### src/rtl/mc_pkg.sv
// Shared encodings for the multicycle MIPS control unit:
// states, opcode/funct constants and datapath select codes.
package mc_pkg;

   typedef enum logic [3:0] {
      S_FETCH,
      S_DECODE,
      S_MEMADR,
      S_MEMRD,
      S_MEMWB,
      S_MEMWR,
      S_EXEC,
      S_ALUWB,
      S_BRANCH,
      S_ADDIEX,
      S_ADDIWB,
      S_JUMP,
      S_TRAP
   } state_t;

   localparam logic [5:0] OP_RTYPE = 6'b000000;
   localparam logic [5:0] OP_LD    = 6'b110111;
   localparam logic [5:0] OP_SD    = 6'b111111;
   localparam logic [5:0] OP_BEQ   = 6'b000100;
   localparam logic [5:0] OP_ADDI  = 6'b001000;
   localparam logic [5:0] OP_J     = 6'b000010;

   localparam logic [5:0] FN_ADD = 6'b100000;
   localparam logic [5:0] FN_SUB = 6'b100010;
   localparam logic [5:0] FN_AND = 6'b100100;
   localparam logic [5:0] FN_OR  = 6'b100101;
   localparam logic [5:0] FN_SLT = 6'b101010;

   localparam logic [2:0] ALU_ADD = 3'b010;
   localparam logic [2:0] ALU_SUB = 3'b110;
   localparam logic [2:0] ALU_AND = 3'b000;
   localparam logic [2:0] ALU_OR  = 3'b001;
   localparam logic [2:0] ALU_SLT = 3'b111;

   localparam logic [1:0] SRCB_RD2   = 2'b00;
   localparam logic [1:0] SRCB_FOUR  = 2'b01;
   localparam logic [1:0] SRCB_IMM   = 2'b10;
   localparam logic [1:0] SRCB_IMMSH = 2'b11;

   localparam logic [1:0] PC_ALU    = 2'b00;
   localparam logic [1:0] PC_ALUOUT = 2'b01;
   localparam logic [1:0] PC_JUMP   = 2'b10;

   function automatic state_t decode_op(input logic [5:0] op);
      state_t s;
      unique case (1'b1)
         (op == OP_LD),
         (op == OP_SD):    s = S_MEMADR;
         (op == OP_RTYPE): s = S_EXEC;
         (op == OP_BEQ):   s = S_BRANCH;
         (op == OP_ADDI):  s = S_ADDIEX;
         (op == OP_J):     s = S_JUMP;
         default:          s = S_TRAP;
      endcase
      return s;
   endfunction

endpackage

### src/rtl/mc_controller_aludec.sv
// R-type funct to ALU control decoder; valid flags a supported funct.
module aludec
   import mc_pkg::*;
(
   input  logic [5:0] funct,
   output logic [2:0] alu_control,
   output logic       valid
);

   always_comb begin
      alu_control = ALU_ADD;
      valid       = 1'b1;
      unique case (1'b1)
         (funct == FN_ADD): alu_control = ALU_ADD;
         (funct == FN_SUB): alu_control = ALU_SUB;
         (funct == FN_AND): alu_control = ALU_AND;
         (funct == FN_OR):  alu_control = ALU_OR;
         (funct == FN_SLT): alu_control = ALU_SLT;
         default:           valid = 1'b0;
      endcase
   end

endmodule

### src/rtl/mc_controller.sv
// Multicycle control FSM: sequences fetch, decode, execute and
// memory phases over a shared ALU and a single ready-handshaked memory port.
module mc_controller
   import mc_pkg::*;
(
   input  logic       clk,
   input  logic       reset,
   input  logic [5:0] op,
   input  logic [5:0] funct,
   input  logic       zero,
   input  logic       mem_ready,
   output logic       mem_read,
   output logic       mem_write,
   output logic       iord,
   output logic       ir_write,
   output logic       pc_en,
   output logic [1:0] pc_src,
   output logic       alu_src_a,
   output logic [1:0] alu_src_b,
   output logic [2:0] alu_control,
   output logic       reg_write,
   output logic       reg_dst,
   output logic       mem_to_reg,
   output logic       instr_done,
   output logic       illegal
);

   state_t     state;
   state_t     state_n;
   logic [2:0] fn_alu;
   logic       fn_valid;

   aludec u_aludec (
      .funct       (funct),
      .alu_control (fn_alu),
      .valid       (fn_valid)
   );

   always_comb begin
      state_n = state;
      case (state)
         S_FETCH:  state_n = mem_ready ? S_DECODE : S_FETCH;
         S_DECODE: state_n = decode_op(op);
         S_MEMADR: state_n = (op == OP_LD) ? S_MEMRD : S_MEMWR;
         S_MEMRD:  state_n = mem_ready ? S_MEMWB : S_MEMRD;
         S_MEMWR:  state_n = mem_ready ? S_FETCH : S_MEMWR;
         S_EXEC:   state_n = fn_valid ? S_ALUWB : S_TRAP;
         S_ADDIEX: state_n = S_ADDIWB;
         S_TRAP:   state_n = S_TRAP;
         default:  state_n = S_FETCH;
      endcase
   end

   always_ff @(posedge clk or negedge reset) begin
      if (!reset) begin
         state   <= S_FETCH;
         illegal <= 1'b0;
      end else begin
         state <= state_n;
         if (state_n == S_TRAP)
            illegal <= 1'b1;
      end
   end

   always_comb begin
      mem_read    = 1'b0;
      mem_write   = 1'b0;
      iord        = 1'b0;
      ir_write    = 1'b0;
      pc_en       = 1'b0;
      pc_src      = PC_ALU;
      alu_src_a   = 1'b0;
      alu_src_b   = SRCB_RD2;
      alu_control = ALU_ADD;
      reg_write   = 1'b0;
      reg_dst     = 1'b0;
      mem_to_reg  = 1'b0;
      instr_done  = 1'b0;
      case (state)
         S_FETCH: begin
            mem_read  = 1'b1;
            alu_src_b = SRCB_FOUR;
            ir_write  = mem_ready;
            pc_en     = mem_ready;
         end
         S_DECODE: alu_src_b = SRCB_IMMSH;
         S_MEMADR: begin
            alu_src_a = 1'b1;
            alu_src_b = SRCB_IMM;
         end
         S_MEMRD: begin
            mem_read = 1'b1;
            iord     = 1'b1;
         end
         S_MEMWB: begin
            reg_write  = 1'b1;
            mem_to_reg = 1'b1;
            instr_done = 1'b1;
         end
         S_MEMWR: begin
            mem_write  = 1'b1;
            iord       = 1'b1;
            instr_done = mem_ready;
         end
         S_EXEC: begin
            alu_src_a   = 1'b1;
            alu_control = fn_alu;
         end
         S_ALUWB: begin
            reg_write  = 1'b1;
            reg_dst    = 1'b1;
            instr_done = 1'b1;
         end
         S_BRANCH: begin
            alu_src_a   = 1'b1;
            alu_control = ALU_SUB;
            pc_src      = PC_ALUOUT;
            pc_en       = zero;
            instr_done  = 1'b1;
         end
         S_ADDIEX: begin
            alu_src_a = 1'b1;
            alu_src_b = SRCB_IMM;
         end
         S_ADDIWB: begin
            reg_write  = 1'b1;
            instr_done = 1'b1;
         end
         S_JUMP: begin
            pc_src     = PC_JUMP;
            pc_en      = 1'b1;
            instr_done = 1'b1;
         end
         default: ;
      endcase
      // Kill strobes the instant reset drops so no partial access escapes.
      if (!reset) begin
         mem_read   = 1'b0;
         mem_write  = 1'b0;
         ir_write   = 1'b0;
         pc_en      = 1'b0;
         reg_write  = 1'b0;
         instr_done = 1'b0;
      end
   end

endmodule

### config.mk
export PLATFORM = sky130hd
export DESIGN_NAME = mc_controller
export DESIGN_NICKNAME = d
export VERILOG_FILES = /design/src/rtl/mc_pkg.sv /design/src/rtl/mc_controller_aludec.sv /design/src/rtl/mc_controller.sv
export SDC_FILE = /design/constraint.sdc
export NUM_CORES = 1
export LEC_CHECK = 0
export CAP_MARGIN = 20
export CORE_UTILIZATION = 28
export CTS_BUF_LIST = sky130_fd_sc_hd__clkbuf_2 sky130_fd_sc_hd__clkbuf_4 sky130_fd_sc_hd__clkbuf_8
export DETAILED_ROUTE_END_ITERATION = 16
export HOLD_SLACK_MARGIN = 0.12
export REMOVE_ABC_BUFFERS = 1
export SLEW_MARGIN = 20
export SYNTH_ARGS = -nofsm -noshare
export SYNTH_HDL_FRONTEND = slang
export SYNTH_SLANG_ARGS = --single-unit
### constraint.sdc
create_clock -name clk -period 3.5 [get_ports clk]
set_input_delay 0.7 -clock clk [delete_from_list [all_inputs] [get_ports clk]]
set_output_delay 0.7 -clock clk [all_outputs]
set_load 0.005 [all_outputs]
==> impl_metrics.toml <==
[yosys]
synth_cell_type_count = 40
yosys_register_bits = 5
synthXorXnorAreaFrac_pct = 3.777
synth_edf_count = 0
yosysMostFrequentCell = "nor2_1"
synth-compound-area-share_pct = 25.90
synth_top_family_by_area = "simple AND/OR/NAND/NOR gates"
synth_warnings = 0
ys.flop_type = "dfrtp_1"
synth_area_um2 = 695.7
async_reset_ff_share_pct = 100.0
synth.area.top_cells = "dfrtp_1 18%, nor2_1 7.6%, nor3_1 6.5%"
syn_inst = 100
synth.top_cell.area_share_pct = 17.99
avgSynthCellArea_um2 = 6.957
synth.top_cells.by_count = "14 x nor2_1, 9 x nor3_1, 6 x a21oi_1"
synth_fa_ha_area_share_pct = 0
synth_mux_area_share_pct = 1.439
ys_seq_area_share_pct = 17.99
synth_top_cell_by_area = "dfrtp_1"
synthSimpleGateAreaFrac_pct = 42.99

[route]
wl_met1_um = 925
firstDrtPassIters = 4
drc = 0
ant_nets = 0
wl_per_cell_um = 12.48
dr_wl_met3_um = 89
vias = 855
routed_via_density = 5.344
highest_layer = "met3"
route.met2.wl_um = 981
routed_wl_mm = 1.996
drt_iter0_drc = 21

[sta]
relSlewSlack_pct = 67.40
min_period_over_period_pct = 89.42
fmax_mhz = 319.5
maxSlewViolCount = 0
finalHoldViolations = 0
setup_viol = 0
rsz0062_at_grt = "no"
skew_ns = 0.001158
fin_crit_ns = 3.130
tightest_slew_ns = 0.4891
setup_slack_ns = 0.3704
fin_setup_tns_ns = 0
fin_hold_ws_ns = 0.4567

[setup_path]
crit_top_cell = "clkdlybuf4s50_1"
required_ns = 2.80
crit_chain = "clkdlybuf4s50_1 -> or3b_2 -> a2bb2oi_1 -> nor2_1 -> clkdlybuf4s50_1"
cp-start-kind = "input port"
cp_slowest_cell = "clkdlybuf4s50_1"
worstPathArrival_ns = 2.43
worst_setup_path_end_kind = "output pin"
worstPathMaxFanout = 4
critPathKind = "in -> out"
slowest_delay_ns = 0.52

[cts]
cts_post_setup_buffers_inserted = 0
ctsHoldBuffers = 0
clk_pin_slew_ns = 0.04
clk_latency_ns = 0.24
cts_inserted_buffers = 3
cts_root_buffer = "clkbuf_4"
cts_tree = "built"
clock_sinks = 5
cts.path.max_buffers = 2
htree_levels = 1
cts_resized = 0

[global_route]
grt_pass1_wl_mm = 3.512
grt_pass1_vias = 805
grt_max_degree = 18
antenna_found_initial = 0
grt_usage_pct = 17.31
overflow = 0

[final_layout]
layout.nets = 149
final_util_pct = 46.51
fin_cells = 160
areaGrowthSynthToFinish_pct = 52.16
diodes = 0
drive_above_1_share_pct = 7.576
final_cell_area_mm2 = 0.001059

[place]
io_buffers = 33
pre_cts_ws_ns = 0.3821
hpwl_mm = 1.575
dpl_cell_area_mm2 = 0.001028
placed_cells = 156
place_congestion = 0.8918

[min_path]
hold_path.class = "reg -> reg"

[floorplan]
io_pins = 34
core_mm2 = 0.002276
start_util_pct = 30.57
dieArea_mm2 = 0.002688
dieHeight_um = 51.85
fp-row-count = 17
chipWidth_um = 51.85

[power_and_ir_drop]
vdd_drop_max_uv = 315.7
power_density_mw_per_mm2 = 557.0
fin_total_pwr_mw = 0.5896
p_leak_nw = 0.3950

[run_status]
status = "finished, final reports clean"

[run]
cap_viol_max_count = 0
## sequential cells by signal (all words and copies together) (netlist names)
name,count
state,4
illegal,1
## path summary, 6_finish.rpt
check | slack, ns | start | cells past startpoint | endpoint
setup / recovery | 0.37 | funct[1] | 5 | alu_control[0]
hold reg to reg | 0.46 | illegal | 1 | illegal
max in group asynchronous | 2.63 | reset | 2 | illegal
hold / removal | 0.46 | illegal | 1 | illegal
min in group asynchronous | 0.76 | reset | 2 | state[0]
setup reg to reg | 1.83 | state[1] | 5 | illegal
## cell type report
class,count,area (um2)
multi-input combinational,85,515.5
clock buffer,4,30.03
timing repair buffer,34,337.8
fill,239,1217
inverter,4,15.01
tap,28,35.03
sequential,5,125.1
## metal layers
metal,vias to the layer above,GRT usage [%]
li1,434,-
met1,396,21.16
met2,25,29.49
met3,0,4.971
met4,0,4.054
met5,-,0
## placed cells by master, fill, tap and decap left out, types with 2 or more instances in the layout
| master | count |
|---|---|
| nor3_1 | 9 |
| dfrtp_1 | 5 |
| nor2b_1 | 5 |
| nand2_1 | 5 |
| o21bai_1 | 2 |
| a211oi_1 | 2 |
| xor2_1 | 2 |
| nand3_1 | 4 |
| or3_1 | 2 |
| a31oi_1 | 2 |
| clkdlybuf4s50_1 | 33 |
| clkbuf_4 | 4 |
| inv_1 | 4 |
| nand2b_1 | 5 |
| a21oi_1 | 6 |
| nor2_1 | 14 |
| o21ai_0 | 5 |
## cell families (layout without fill, tap and decap cells)
family / after synthesis / after routing
muxes: 1 / 1
AOI/OAI and AO/OA: 27 / 27
buffers and inverters: 10 / 42
xor gates and xnor gates: 3 / 3
and+or+nand+nor: 54 / 54
DFF: 5 / 5
## critical path, delay by kind of cell
kind | cells | cell delay [ns]
AND/OR/NAND/NOR | 2 | 0.57
AO/OA/AOI/OAI | 1 | 0.14
buffers and inverters | 2 | 1.02
## where the power goes
group / leakage (nW) / internal [mW] / total, mW / switching (mW)
combinational: 0.315 / 0.212 / 0.375 / 0.163
clock: 0.0184 / 0.0508 / 0.0740 / 0.0232
sequential: 0.0613 / 0.0750 / 0.141 / 0.0660
total: 0.395 / 0.337 / 0.590 / 0.252
Power figures use the tool's default switching activity.
